$ cat config.mk
export PLATFORM = sky130hd
export DESIGN_NAME = ddr_chan_arbiter_flat
export DESIGN_NICKNAME = d
export VERILOG_FILES = /design/src/rtl/ddr_chan_arbiter_if.sv /design/src/rtl/ddr_chan_arbiter.sv /design/src/flat_wrapper.sv
export SDC_FILE = /design/constraint.sdc
export NUM_CORES = 1
export LEC_CHECK = 0
export ABC_CLOCK_PERIOD_IN_PS = 2900
export CAP_MARGIN = 20
export CORE_MARGIN = 8
export CORE_UTILIZATION = 30
export CTS_CLUSTER_SIZE = 40
export DETAILED_ROUTE_END_ITERATION = 10
export DONT_BUFFER_PORTS = 1
export SETUP_SLACK_MARGIN = 0.02
export SLEW_MARGIN = 20
export SYNTH_ARGS = -nofsm -noshare
export SYNTH_HDL_FRONTEND = slang
export SYNTH_SLANG_ARGS = --single-unit
$ cat constraint.sdc
create_clock -name clk -period 2.9 [get_ports clk]
set_input_delay 0.29 -clock clk [delete_from_list [all_inputs] [get_ports clk]]
set_output_delay 0.29 -clock clk [all_outputs]
set_load 0.02 [all_outputs]
$ cat src/rtl/ddr_chan_arbiter_if.sv
// rtl/ddr_chan_arbiter_if.sv - requester and DDR engine signal bundle for ddr_chan_arbiter
interface ddr_chan_arbiter_if #(
  parameter int REQ_NUM = 2,
  parameter int ADDR_W  = 32,
  parameter int BURST_W = 16
);
  localparam int PTR_W = (REQ_NUM > 1) ? $clog2(REQ_NUM) : 1;

  logic [REQ_NUM-1:0]         req_start;
  logic [REQ_NUM*ADDR_W-1:0]  req_st_addr;
  logic [REQ_NUM*BURST_W-1:0] req_burst;
  logic [REQ_NUM*ADDR_W-1:0]  req_step;
  logic [REQ_NUM*BURST_W-1:0] req_burst_num;
  logic [REQ_NUM-1:0]         req_done;
  logic                       wr_start;
  logic [ADDR_W-1:0]          wr_st_addr;
  logic [BURST_W-1:0]         wr_burst;
  logic [ADDR_W-1:0]          wr_step;
  logic [BURST_W-1:0]         wr_burst_num;
  logic                       wr_done;
  logic                       busy;
  logic [PTR_W-1:0]           owner;
  logic [REQ_NUM-1:0]         err_ovf;
  logic                       err_clr;

  modport slave (
    input  req_start, req_st_addr, req_burst, req_step, req_burst_num, wr_done, err_clr,
    output req_done, wr_start, wr_st_addr, wr_burst, wr_step, wr_burst_num, busy, owner, err_ovf
  );

  modport master (
    output req_start, req_st_addr, req_burst, req_step, req_burst_num, wr_done, err_clr,
    input  req_done, wr_start, wr_st_addr, wr_burst, wr_step, wr_burst_num, busy, owner, err_ovf
  );
endinterface

$ cat src/rtl/ddr_chan_arbiter.sv
// rtl/ddr_chan_arbiter.sv - round-robin sharing of one DDR transfer engine between requesters
// Start pulses latch a descriptor per slot; the engine is granted to one slot at a time.
module ddr_chan_arbiter #(
  parameter int REQ_NUM = 2,
  parameter int ADDR_W  = 32,
  parameter int BURST_W = 16
) (
  input logic              clk,
  input logic              rst,
  ddr_chan_arbiter_if.slave bus
);
  localparam int PTR_W = (REQ_NUM > 1) ? $clog2(REQ_NUM) : 1;

  typedef enum logic [1:0] {IDLE, ISSUE, WAIT} state_t;

  state_t state, state_nxt;

  logic [REQ_NUM-1:0] pend, slot_busy, accept, ovf;
  logic [REQ_NUM-1:0] grant_mask, done_mask, req_done_q, err_ovf_q;
  logic [PTR_W-1:0]   rr_ptr, owner_q, sel, rr_nxt;
  logic               sel_vld, grant, done_ev;

  logic [ADDR_W-1:0]  h_addr [REQ_NUM];
  logic [BURST_W-1:0] h_burst [REQ_NUM];
  logic [ADDR_W-1:0]  h_step [REQ_NUM];
  logic [BURST_W-1:0] h_num [REQ_NUM];

  logic [ADDR_W-1:0]  wr_addr_q, wr_step_q;
  logic [BURST_W-1:0] wr_burst_q, wr_num_q;

  // A slot stays busy from capture until its transfer returns to IDLE.
  always_comb begin
    for (int i = 0; i < REQ_NUM; i++) begin
      slot_busy[i] = pend[i] | ((state != IDLE) && (owner_q == PTR_W'(i)));
      accept[i]    = bus.req_start[i] & ~slot_busy[i];
      ovf[i]       = bus.req_start[i] & slot_busy[i];
    end
  end

  always_comb begin
    int idx;
    logic [PTR_W-1:0] idx_t;
    sel     = '0;
    sel_vld = 1'b0;
    idx     = 0;
    idx_t   = '0;
    for (int k = 0; k < REQ_NUM; k++) begin
      idx = int'(rr_ptr) + k;
      if (idx >= REQ_NUM) idx = idx - REQ_NUM;
      idx_t = idx[PTR_W-1:0];
      if (!sel_vld && pend[idx_t]) begin
        sel_vld = 1'b1;
        sel     = idx_t;
      end
    end
  end

  always_comb begin
    state_nxt = state;
    grant     = 1'b0;
    done_ev   = 1'b0;
    case (state)
      IDLE: begin
        if (sel_vld) begin
          grant     = 1'b1;
          state_nxt = ISSUE;
        end
      end
      ISSUE: state_nxt = WAIT;
      WAIT: begin
        if (bus.wr_done) begin
          done_ev   = 1'b1;
          state_nxt = IDLE;
        end
      end
      default: state_nxt = IDLE;
    endcase
  end

  always_comb begin
    grant_mask = '0;
    done_mask  = '0;
    if (grant) grant_mask[sel] = 1'b1;
    done_mask[owner_q] = 1'b1;
    rr_nxt = (owner_q == PTR_W'(REQ_NUM - 1)) ? '0 : owner_q + PTR_W'(1);
  end

  always_ff @(posedge clk or negedge rst) begin
    if (!rst) state <= IDLE;
    else      state <= state_nxt;
  end

  always_ff @(posedge clk or negedge rst) begin
    if (!rst) begin
      pend       <= '0;
      rr_ptr     <= '0;
      owner_q    <= '0;
      req_done_q <= '0;
      err_ovf_q  <= '0;
      wr_addr_q  <= '0;
      wr_burst_q <= '0;
      wr_step_q  <= '0;
      wr_num_q   <= '0;
      for (int i = 0; i < REQ_NUM; i++) begin
        h_addr[i]  <= '0;
        h_burst[i] <= '0;
        h_step[i]  <= '0;
        h_num[i]   <= '0;
      end
    end else begin
      for (int i = 0; i < REQ_NUM; i++) begin
        if (accept[i]) begin
          h_addr[i]  <= bus.req_st_addr[i*ADDR_W +: ADDR_W];
          h_burst[i] <= bus.req_burst[i*BURST_W +: BURST_W];
          h_step[i]  <= bus.req_step[i*ADDR_W +: ADDR_W];
          h_num[i]   <= bus.req_burst_num[i*BURST_W +: BURST_W];
        end
      end
      // accept and grant never hit the same slot: accept needs pend=0, grant needs pend=1
      pend      <= (pend | accept) & ~grant_mask;
      err_ovf_q <= (bus.err_clr ? '0 : err_ovf_q) | ovf;
      if (grant) begin
        owner_q    <= sel;
        wr_addr_q  <= h_addr[sel];
        wr_burst_q <= h_burst[sel];
        wr_step_q  <= h_step[sel];
        wr_num_q   <= h_num[sel];
      end
      if (done_ev) begin
        rr_ptr     <= rr_nxt;
        req_done_q <= done_mask;
      end else begin
        req_done_q <= '0;
      end
    end
  end

  assign bus.req_done     = req_done_q;
  assign bus.wr_start     = (state == ISSUE);
  assign bus.wr_st_addr   = wr_addr_q;
  assign bus.wr_burst     = wr_burst_q;
  assign bus.wr_step      = wr_step_q;
  assign bus.wr_burst_num = wr_num_q;
  assign bus.busy         = (state != IDLE);
  assign bus.owner        = owner_q;
  assign bus.err_ovf      = err_ovf_q;
endmodule

$ cat src/flat_wrapper.sv
// flat-port wrapper written by rule: the top's interface ports become plain ports
module ddr_chan_arbiter_flat 
#(
  parameter int REQ_NUM = 2,
  parameter int ADDR_W  = 32,
  parameter int BURST_W = 16
)
  (clk, rst, bus_req_start, bus_req_st_addr, bus_req_burst, bus_req_step, bus_req_burst_num, bus_wr_done, bus_err_clr, bus_req_done, bus_wr_start, bus_wr_st_addr, bus_wr_burst, bus_wr_step, bus_wr_burst_num, bus_busy, bus_owner, bus_err_ovf);
  ddr_chan_arbiter_if #(.REQ_NUM(REQ_NUM), .ADDR_W(ADDR_W), .BURST_W(BURST_W)) bus_i ();
  input logic clk;
  input logic rst;
  input wire logic [$bits(bus_i.req_start)-1:0] bus_req_start;
  input wire logic [$bits(bus_i.req_st_addr)-1:0] bus_req_st_addr;
  input wire logic [$bits(bus_i.req_burst)-1:0] bus_req_burst;
  input wire logic [$bits(bus_i.req_step)-1:0] bus_req_step;
  input wire logic [$bits(bus_i.req_burst_num)-1:0] bus_req_burst_num;
  input wire logic [$bits(bus_i.wr_done)-1:0] bus_wr_done;
  input wire logic [$bits(bus_i.err_clr)-1:0] bus_err_clr;
  output wire logic [$bits(bus_i.req_done)-1:0] bus_req_done;
  output wire logic [$bits(bus_i.wr_start)-1:0] bus_wr_start;
  output wire logic [$bits(bus_i.wr_st_addr)-1:0] bus_wr_st_addr;
  output wire logic [$bits(bus_i.wr_burst)-1:0] bus_wr_burst;
  output wire logic [$bits(bus_i.wr_step)-1:0] bus_wr_step;
  output wire logic [$bits(bus_i.wr_burst_num)-1:0] bus_wr_burst_num;
  output wire logic [$bits(bus_i.busy)-1:0] bus_busy;
  output wire logic [$bits(bus_i.owner)-1:0] bus_owner;
  output wire logic [$bits(bus_i.err_ovf)-1:0] bus_err_ovf;
  assign bus_i.req_start = bus_req_start;
  assign bus_i.req_st_addr = bus_req_st_addr;
  assign bus_i.req_burst = bus_req_burst;
  assign bus_i.req_step = bus_req_step;
  assign bus_i.req_burst_num = bus_req_burst_num;
  assign bus_i.wr_done = bus_wr_done;
  assign bus_i.err_clr = bus_err_clr;
  assign bus_req_done = bus_i.req_done;
  assign bus_wr_start = bus_i.wr_start;
  assign bus_wr_st_addr = bus_i.wr_st_addr;
  assign bus_wr_burst = bus_i.wr_burst;
  assign bus_wr_step = bus_i.wr_step;
  assign bus_wr_burst_num = bus_i.wr_burst_num;
  assign bus_busy = bus_i.busy;
  assign bus_owner = bus_i.owner;
  assign bus_err_ovf = bus_i.err_ovf;
  ddr_chan_arbiter #(.REQ_NUM(REQ_NUM), .ADDR_W(ADDR_W), .BURST_W(BURST_W)) u_core (.clk(clk), .rst(rst), .bus(bus_i));
endmodule
==> results of run 1 <==
[area by class of cell]
type	instances	area (µm²)
sequential	298	7457
multi-input combinational	412	4040
tap	518	648.1
clock inverter	7	72.57
fill	3559	23300
inverter	5	21.27
clock buffer	55	1041
timing repair buffer	208	2155
[through the flow]
stage	setup WS (ns)	hold WS, ns	total power [µW]
3_3_place_gp	0.7772	0.002974	13860
5_1_grt	0.1679	-0.5669	19530
2_1_floorplan	1.270	-0.005591	12440
3_5_place_dp	0.7398	0.002856	14120
6_report	0.3311	-0.5242	18440
4_1_cts	0.2341	-0.5647	18700
[worst min-delay path by stage]
| stage | cells after the start | end | from | slack [ns] |
|---|---|---|---|---|
| CTS | 0 | u_core.bus.wr_burst_num[12] | rst | -0.56 |
| global placement | 0 | u_core.bus.wr_burst_num[12] | rst | 0.003 |
| floorplan | 0 | u_core.bus.err_ovf[0] | rst | -0.006 |
| finish | 0 | u_core.bus.wr_burst_num[12] | rst | -0.52 |
| global route | 0 | u_core.bus.wr_burst_num[12] | rst | -0.57 |
| detailed placement | 0 | u_core.bus.wr_burst_num[12] | rst | 0.003 |
[per-layer routing]
metal	global-route usage, %	share of wire (%)	up-vias
li1	-	-	3307
met1	17.12	40	3915
met2	23.95	49	277
met3	4.894	8.1	53
met4	4.890	2.2	4
met5	0	0.082	-
[flip-flops by register name, summed over array words and instances (netlist names), 16 cells and up]
signal,cells
u_core.h_burst,32
u_core.h_step,64
u_core.bus.wr_step,32
u_core.h_num,32
u_core.bus.wr_burst,16
u_core.h_addr,64
u_core.bus.wr_st_addr,32
u_core.bus.wr_burst_num,16
[Yosys cell counts, drive strengths merged]
| cell type | number |
|---|---|
| nand3 | 1 |
| a22o | 2 |
| o21ai | 2 |
| nand2b | 1 |
| o21a | 96 |
| o21bai | 1 |
| clkbuf | 27 |
| mux2 | 192 |
| and3 | 2 |
| a21o | 2 |
| buf | 34 |
| dfrtp | 298 |
| nand2 | 3 |
| a21oi | 3 |
| nor2b | 3 |
| nor3 | 1 |
| inv | 5 |
| nand3b | 1 |
| a221o | 96 |
| nor2 | 6 |
[report_power, final]
| part | total [µW] | switching [µW] | internal, µW |
|---|---|---|---|
| registers | 8530 | 2240 | 6300 |
| logic | 5680 | 2570 | 3120 |
| clock network | 4220 | 1670 | 2560 |
[worst max-delay path, cell delays in order (launching register included)]
cell     delay, ns
dfrtp_1       0.43
nor2_2        0.10
inv_4         0.62
buf_4         0.57
[logic make-up after synthesis]
| group | Yosys count | synth area share, % |
|---|---|---|
| DFF | 298 | 63.12 |
| AOI/OAI and AO/OA | 202 | 14.82 |
| muxes | 192 | 18.30 |
| buffers and inverters | 66 | 2.891 |
| and+or+nand+nor | 18 | 0.8686 |
==> results.md, run 1 <==
- Vias in the first global route: 8460
- Clock buffer count from CTS: 35
- Clk sink count: 298
- DRT Pass-1 Iters: 4
- Global-route congestion overflow total: 0
- Arrival time of data at the critical path endpoint: 2.28 ns
- Port-buffer cells: 0
- Number of non-filler instances in the completed layout: 1503
- Cell accounting for the most synthesized area: dfrtp_1
- Worst hold-check slack: -0.5242 ns
- Ratio of cells with drive above 1 in the final layout: 22.44%
- Number of inserted diodes: 0
- RSZ-0062 raised after global routing: no
- Count of yosys warnings during synthesis: 0
- Leakage power of the design: 0.006516 µW
- Launching point of the worst reg2reg path: u_core.state[0]
- Destination of the critical timing path: bus_busy
- Reg-to-reg endpoint: u_core.bus.wr_st_addr[15]
- Post-CTS resize count: 0
- Setup CP Type: reg -> out
- Die outline area: 0.04598 mm²
- Run status: finished, violations left
- Highest Clock Rate: 389.3 MHz
- Largest clock skew in the final design: 0.01339 ns
- Finished layout cell area: 0.01543 mm²
- Failing checks: negative hold slack
- Buffers inserted by post-CTS timing repair: 0
- Fin Setup TNS: 0 ns
- Number of vias after detailed routing: 7556
- Wirelength per Cell: 21.99 µm
- Post-DP Area: 0.01235 mm²
- Routed Wire Length: 33060 µm
- Detailed-placement wirelength estimate: 19810 µm
- Number of routed nets with antenna violations: 0
- Ranking of synthesized cells by area: dfrtp_1, mux2_2, a221o_1, o21a_1, mux2_1
- Buffer type at the clock tree root: clkbuf_16
- Wire length of the first global-routing pass: 52230 µm
- Last weighted congestion value of the routability-driven placer: 0.7397
- Clock Latency Late Sink: 0.52 ns
- Crit path launch type: flip-flop
- Type of the worst min-delay path: in -> async
- Avg Inst Size Synth: 15.22 µm²
- Pin count of the biggest net entering global routing: 299
- Actual transition at the worst max-transition pin: 0.9195 ns
- Number of ports placed on the die boundary: 301
- Leading cell types in the layout, fill and taps excluded: dfrtp_1, dlygate4sd3_1, mux2_2
- Start point of the critical path: u_core.state[0]
- Gate count after technology mapping: 776
- Number of antenna violations at the first check in global routing: 2
- Clock tree from TritonCTS: done
- Most common library cell in the layout ignoring fill and taps: dfrtp_1
- Final period util: 88.58%
- DIE HEIGHT: 214.4 µm
- Hold Fails Final Rpt: 298
- Post-Syn Nets: 974
- Worst reg2reg setup slack: 0.70 ns
- Drt first-iter violations: 504
- PD cells: 1195 mW/mm²
- Fin crit period: 2.569 ns
- Max-capacitance violation count: 0
- Count of final setup violators: 0
- Total DRC errors in the routed layout: 0
- Synthesized area: 0.01181 mm²
- Core Footprint: 0.03874 mm²
- Endpoint type of the worst setup path: output port
- Die Wd: 214.4 µm
- Required time reported for the critical path endpoint: 2.61 ns
- Hold-fix buffers at CTS: 197
- Flops & latches, synth: 298
- Sequential fraction of the synthesis area: 63.12%
- Starting density of the core: 30.50%
- Area added between synthesis and finish: 30.65%
- Unique masters post-synth: 27
- Placed instance count: 1244
- Core Util, Final: 39.85%
- Vias per std cell: 5.027
- IR drop worst, VDD: 0.6247 mV
- Clock H-tree levels: 2
- Share of the synthesized area in the top cell type: 63.12%
- Std cell rows: 72
- Worst-path fanout max: 64
- Relative slew margins: 38.70%
- Longest Clk Path Bufs: 3
- Slew Limit Fails: 0
- Worst Reg2Reg Path Length in Cells: 5
- Nets@finish: 1158
- Clock edge transition at the registers on the reported setup and hold paths: 0.06 ns
- Overall global routing resource usage: 14.34%
No activity file was read; power rests on OpenSTA's default activity.
==> run 2, diff against run 1 <==
- GPL_TIMING_DRIVEN: not set -> 0
==> run 2 against run 1 <==
Against the previous run: clock-buffer cell count is 11 lower; setup slack better by 0.30 ns; fmax is 13% higher; sequential share of layout area down 0.82 points; the run still ends with negative hold slack left; flip-flop and latch count unchanged; largest cell class unchanged; die area unchanged; power is 4.4% higher; first-iteration DRC count shrank 11%; critical path type is now reg -> reg.
==> results.md, run 2 (synthesis gave the netlist of run 1 again) <==
- Run status: finished, violations left (unchanged)
- Failing checks: negative hold slack (unchanged)
- Type of the worst min-delay path: in -> async (unchanged)
- Worst-path fanout max: 10 (was 64)
- Last weighted congestion value of the routability-driven placer: 0.7722 (was 0.7397)
- Area added between synthesis and finish: 32.92% (was 30.65%)
- Number of inserted filler cells in the final layout: 3570 (was 3559)
- RSZ-0062 raised after global routing: no (unchanged)
- DIE HEIGHT: 214.4 µm (unchanged)
- Buffers inserted by post-CTS timing repair: 0 (unchanged)
- Port-buffer cells: 0 (unchanged)
- Hold-fix buffers at CTS: 197 (unchanged)
- Std cell rows: 72 (unchanged)
- Routed Wire Length: 36510 µm (was 33060 µm)
- Critical Path Max Stage Delay: 0.60 ns (was 0.62 ns)
- Crit path launch type: flip-flop (unchanged)
- Wirelength per Cell: 23.47 µm (was 21.99 µm)
- Number of vias after detailed routing: 7752 (was 7556)
- Final period util: 78.16% (was 88.58%)
- Die Wd: 214.4 µm (unchanged)
- Required time reported for the critical path endpoint: 3.35 ns (was 2.61 ns)
- Post-CTS resize count: 0 (unchanged)
- Number of antenna violations at the first check in global routing: 6 (was 2)
- Leakage power of the design: 0.006665 µW (was 0.006516 µW)
- Number of ports placed on the die boundary: 301 (unchanged)
- Actual transition at the worst max-transition pin: 0.7740 ns (was 0.9195 ns)
- Clock H-tree levels: 2 (unchanged)
- Largest clock skew in the final design: 0.01673 ns (was 0.01339 ns)
- Pin count of the biggest net entering global routing: 299 (unchanged)
- Buffer type at the clock tree root: clkbuf_16 (unchanged)
- Relative contribution of combinational cells to total power: 30.6% (was 30.8%)
- Clock edge transition at the registers on the reported setup and hold paths: 0.06 ns (about the same)
- Fin Setup TNS: 0 ns (unchanged)
- Arrival time of data at the critical path endpoint: 2.71 ns (was 2.28 ns)
- Number of routed nets with antenna violations: 0 (unchanged)
- Critical Path Slowest Stage Cell: clkbuf_1 (was inv_4)
- Clock tree from TritonCTS: done (unchanged)
- Clock buffer count from CTS: 34 (was 35)
- Wire length of the first global-routing pass: 55980 µm (was 52230 µm)
- DRT Pass-1 Iters: 4 (unchanged)
- Largest registers ranked by flip-flop count: u_core.h_addr (64), u_core.h_step (64) (unchanged)
- Worst hold-check slack: -0.5270 ns (was -0.5242 ns)
- Vias per std cell: 4.982 (was 5.027)
- Max-capacitance violation count: 0 (unchanged)
- Part of the total power dissipated in the clock network: 25.0% (was 22.9%)
- PD cells: 1226 mW/mm² (was 1195 mW/mm²)
- Highest Clock Rate: 441.2 MHz (was 389.3 MHz)
- Longest Clk Path Bufs: 3 (unchanged)
- Net Switching: 6751 µW (was 6473 µW)
- Core Util, Final: 40.54% (was 39.85%)
- Hold Fails Final Rpt: 298 (unchanged)
- Internal Dissipation: 12510 µW (was 11970 µW)
- Vias in the first global route: 8689 (was 8460)
- IR drop worst, VDD: 0.5346 mV (was 0.6247 mV)
- Detailed-placement wirelength estimate: 24460 µm (was 19810 µm)
- Nets@finish: 1207 (was 1158)
- Clk sink count: 298 (unchanged)
- Share of power burned in registers: 44.5% (was 46.3%)
- Critical path buffers and inverters: 2 (unchanged)
- Most common library cell in the layout ignoring fill and taps: dfrtp_1 (unchanged)
- Total DRC errors in the routed layout: 0 (unchanged)
- Crit path cell chain: nor2_1 > buf_2 > clkbuf_1 > o21a_1 > a221o_1 (was nor2_2 > inv_4 > buf_4)
- Cell family with most CP delay: buffers and inverters (unchanged)
- Clock Latency Late Sink: 0.53 ns (was 0.52 ns)
- Fin crit period: 2.267 ns (was 2.569 ns)
- Count of final setup violators: 0 (unchanged)
- Global-route congestion overflow total: 0 (unchanged)
- Relative slew margins: 48.40% (was 38.70%)
- Slew Limit Fails: 0 (unchanged)
- Share of total power consumed by net switching: 35.06% (was 35.10%)
- Core Footprint: 0.03874 mm² (unchanged)
- Endpoint type of the worst setup path: flip-flop (was output port)
- Starting density of the core: 30.50% (unchanged)
- Ratio of cells with drive above 1 in the final layout: 23.50% (was 22.44%)
- Overall global routing resource usage: 15.72% (was 14.34%)
- Drt first-iter violations: 448 (was 504)
- Die outline area: 0.04598 mm² (unchanged)
- Leading cell types in the layout, fill and taps excluded: dfrtp_1, dlygate4sd3_1, mux2_2 (unchanged)
- Setup CP Type: reg -> reg (was reg -> out)
## run 2: cell count changes in the layout (fill, tap and decap cells not counted), sizes merged
cell,previous run,this run
buf,11,34
clkinvlp,2,1
clkbuf,55,71
diode,0,4
clkinv,2,6
bufinv,1,8
## run 2: path summary, 6_finish.rpt
kind                                   start                    endpoint  slack, ns  depth (start not counted)
max                           u_core.pend[0]  u_core.bus.wr_burst_num[5]       0.63                          5
min in group clk             bus_req_step[6]           u_core.h_step[38]       0.43                          2
min reg2reg                u_core.h_step[38]           u_core.h_step[38]       0.49                          1
max in group asynchronous                rst           u_core.h_burst[8]       3.12                          0
max reg2reg                   u_core.pend[0]  u_core.bus.wr_burst_num[5]       0.63                          5
min                                      rst            u_core.h_num[29]      -0.53                          0
## run 2: cell type report
cell class | count | area (µm²) | share of cell area, %
sequential | 298 | 7457 | 47.49
multi-input combinational | 412 | 4015 | 25.57
timing repair buffer | 197 | 1972 | 12.56
clock buffer | 44 | 959.7 | 6.112
tap | 518 | 648.1 | 4.127
buffer | 61 | 322.8 | 2.056
clock inverter | 17 | 299.0 | 1.904
inverter | 5 | 18.77 | 0.1195
antenna | 4 | 10.01 | 0.06374
## run 2: power groups by stage
stage | Combinational [µW] | Clock [µW] | Sequential (µW)
global route | 6460 | 5080 | 8820
detailed placement | 5710 | 0 | 8640
finish | 5880 | 4810 | 8560
global placement | 5520 | 0 | 8560
CTS | 5980 | 4960 | 8570
floorplan | 4430 | 0 | 8000
## run 2: layer usage
layer | global-route usage, % | routed length, µm | share of wire (%) | up-vias
met3 | 5.346 | 2834 | 7.8 | 63
met1 | 19.56 | 15480 | 42 | 4001
li1 | - | - | - | 3405
met2 | 25.03 | 17230 | 47 | 279
met5 | 0 | 23 | 0.063 | -
met4 | 5.941 | 942 | 2.6 | 4
## run 2: metrics by stage
step	hold slack (ns)	instances	cell area, µm²	power [µW]	setup WS [ns]
after detailed placement	0.007970	1294	12460	14350	0.5421
after global placement	0.006189	1294	12460	14070	0.5350
after CTS	-0.5686	1552	15690	19510	0.5041
after floorplan	-0.005591	776	11810	12440	1.270
after global routing	-0.5605	1556	15700	20360	0.4269
final	-0.5270	1556	15700	19260	0.6332
==> run 3, diff against run 2 <==
- ABC_CLOCK_PERIOD_IN_PS: 2900 -> 1900
- clock period: 2.9 -> 1.9 ns (I/O delays scaled with it)
==> run 3 against run 2 <==
Against the previous run: the run still ends with negative hold slack left; power grew 55%; utilization grew 0.57 points; setup slack lost 0.55 ns; non-clock buffer count grew 7; worst hold slack lost 0.098 ns; clock skew shrank 0.0047 ns; critical endpoint is now u_core.h_step[41]; largest cell class unchanged; highest routed layer unchanged.
==> results.md, run 3 (synthesis gave the netlist of run 1 again) <==
- Run status: finished, violations left (unchanged)
- Failing checks: negative hold slack (unchanged)
- PD cells: 1875 mW/mm² (was 1226 mW/mm²)
- Setup CP Type: reg -> reg (unchanged)
- DIE HEIGHT: 214.4 µm (unchanged)
- Starting density of the core: 30.50% (unchanged)
- Largest clock skew in the final design: 0.01201 ns (was 0.01673 ns)
- Drt first-iter violations: 443 (was 448)
- Clock buffer count from CTS: 34 (unchanged)
- Fin crit period: 1.819 ns (was 2.267 ns)
- Clock Latency Late Sink: 0.52 ns (was 0.53 ns)
- Highest Clock Rate: 549.8 MHz (was 441.2 MHz)
- Worst-path fanout max: 10 (unchanged)
- Number of inserted filler cells in the final layout: 3562 (was 3570)
- Clock tree from TritonCTS: done (unchanged)
- Start point of the critical path: u_core.bus.owner (was u_core.pend[0])
- Placed instance count: 1294 (unchanged)
- Met3 usage in global routing: 5.331% (was 5.346%)
- Port-buffer cells: 0 (unchanged)
- Area added between synthesis and finish: 34.78% (was 32.92%)
- Type of the worst min-delay path: in -> async (unchanged)
- Nets@finish: 1214 (was 1207)
- Clock edge transition at the registers on the reported setup and hold paths: 0.06 ns (about the same)
- Overall global routing resource usage: 15.75% (was 15.72%)
- Core Footprint: 0.03874 mm² (unchanged)
- Total DRC errors in the routed layout: 0 (unchanged)
- Arrival time of data at the critical path endpoint: 2.22 ns (was 2.71 ns)
- Number of non-filler instances in the completed layout: 1563 (was 1556)
- Slew Limit Fails: 0 (unchanged)
- Std cell rows: 72 (unchanged)
- Endpoint type of the worst setup path: flip-flop (unchanged)
- Last weighted congestion value of the routability-driven placer: 0.7722 (unchanged)
- Fin Setup TNS: 0 ns (unchanged)
- Crit path cell chain: o21bai_2 > nand3b_1 > buf_6 > buf_12 > buf_8 > mux2_1 (was nor2_1 > buf_2 > clkbuf_1 > o21a_1 > a221o_1)
- Wirelength per Cell: 23.65 µm (was 23.47 µm)
- Count of final setup violators: 0 (unchanged)
- Global-route met1 utilization: 19.65% (was 19.56%)
- Ratio of cells with drive above 1 in the final layout: 26.42% (was 23.50%)
- Vias per std cell: 4.990 (was 4.982)
- Actual transition at the worst max-transition pin: 0.7359 ns (was 0.7740 ns)
- IR drop worst, VDD: 0.8178 mV (was 0.5346 mV)
- Global-route congestion overflow total: 0 (unchanged)
- Hold Fails Final Rpt: 298 (unchanged)
- Hold-fix buffers at CTS: 197 (unchanged)
- Number of antenna violations at the first check in global routing: 6 (unchanged)
- Critical Path Max Stage Delay: 0.49 ns (was 0.60 ns)
- Pin count of the biggest net entering global routing: 299 (unchanged)
- Clock H-tree levels: 2 (unchanged)
- Relative slew margins: 50.94% (was 48.40%)
- Most common library cell in the layout ignoring fill and taps: dfrtp_1 (unchanged)
- Leading cell types in the layout, fill and taps excluded: dfrtp_1, dlygate4sd3_1, mux2_2 (unchanged)
- Leakage power of the design: 0.006815 µW (was 0.006665 µW)
- Number of ports placed on the die boundary: 301 (unchanged)
- Die outline area: 0.04598 mm² (unchanged)
- Layer with the highest usage after global routing: met2 (unchanged)
- Launching point of the worst reg2reg path: u_core.bus.owner (was u_core.pend[0])
- Critical Path Slowest Stage Cell: dfrtp_2 (was clkbuf_1)
- Worst hold-check slack: -0.6255 ns (was -0.5270 ns)
- Crit path launch type: flip-flop (unchanged)
- Vias in the first global route: 8721 (was 8689)
- Fraction of met2 tracks used by global routing: 25.05% (was 25.03%)
- Number of routed nets with antenna violations: 0 (unchanged)
- Cell family with most CP delay: flip-flops (was buffers and inverters)
- Routed Wire Length: 36970 µm (was 36510 µm)
- Final period util: 95.72% (was 78.16%)
- Detailed-placement wirelength estimate: 24460 µm (unchanged)
- Largest registers ranked by flip-flop count: u_core.h_addr (64), u_core.h_step (64) (unchanged)
- Required time reported for the critical path endpoint: 2.30 ns (was 3.35 ns)
- Longest Clk Path Bufs: 3 (unchanged)
- Buffer type at the clock tree root: clkbuf_16 (unchanged)
- Number of vias after detailed routing: 7799 (was 7752)
- Die Wd: 214.4 µm (unchanged)
- Max-capacitance violation count: 0 (unchanged)
- DRT Pass-1 Iters: 4 (unchanged)
- Clk sink count: 298 (unchanged)
- Critical path buffers and inverters: 3 (was 2)
- Wire length of the first global-routing pass: 56090 µm (was 55980 µm)
- RSZ-0062 raised after global routing: yes (was no)
-- run 3: final cells by class --
cell class	count	area [µm²]	area share [%]
sequential	298	7458	46.84
multi-input combinational	412	4044	25.40
timing repair buffer	204	2058	12.93
clock buffer	44	959.7	6.027
tap	518	648.1	4.070
buffer	61	424.2	2.664
clock inverter	17	299.0	1.878
inverter	5	21.27	0.1336
antenna	4	10.01	0.06286
-- run 3: layer usage --
metal  vias to the layer above  wire length, µm  share of wire (%)
met5                         -               18              0.049
met4                         4              912                2.5
met3                        63             2925                7.9
met2                       285            17320                 47
met1                      4020            15790                 43
li1                       3427                -                  -
-- run 3: final timing paths --
check | to | slack, ns | depth (start not counted)
worst max-delay path | u_core.h_step[41] | 0.08 | 6
worst max register to register | u_core.h_step[41] | 0.08 | 6
worst min-delay path | u_core.h_num[29] | -0.63 | 0
min in group clk | u_core.h_burst[15] | 0.19 | 3
worst min register to register | u_core.h_step[38] | 0.49 | 1
max in group asynchronous | u_core.h_addr[20] | 2.14 | 0
-- run 3: metrics by stage --
stage	utilization, %	hold slack, ns	setup slack, ns	total power [µW]	area [µm²]
final	41.10	-0.6255	0.08124	29860	15920
after global routing	41.10	-0.6605	0.003468	31530	15920
after CTS	40.75	-0.6686	0.02403	29980	15780
after detailed placement	32.17	-0.09203	-0.4579	21900	12460
after floorplan	-	-0.1056	0.2696	18980	11810
after global placement	32.17	-0.09381	-0.4650	21480	12460
-- run 3: repair_timing --
action / CTS / global route
endpoints found under the setup margin: 267 / 141
pin swaps: 2 / 0
hold endpoints to repair: 498 / 298
resized for setup: 29 / 31
setup buffers: 2 / 4
cloned: 0 / 1
-- run 3: power breakdown --
part	total, µW	switching, µW	internal (µW)	leakage [µW]
Sequential	13100	3480	9610	0.00358
Combinational	9410	4270	5140	0.00262
Clock	7350	2680	4670	0.000618
Total	29900	10400	19400	0.00682
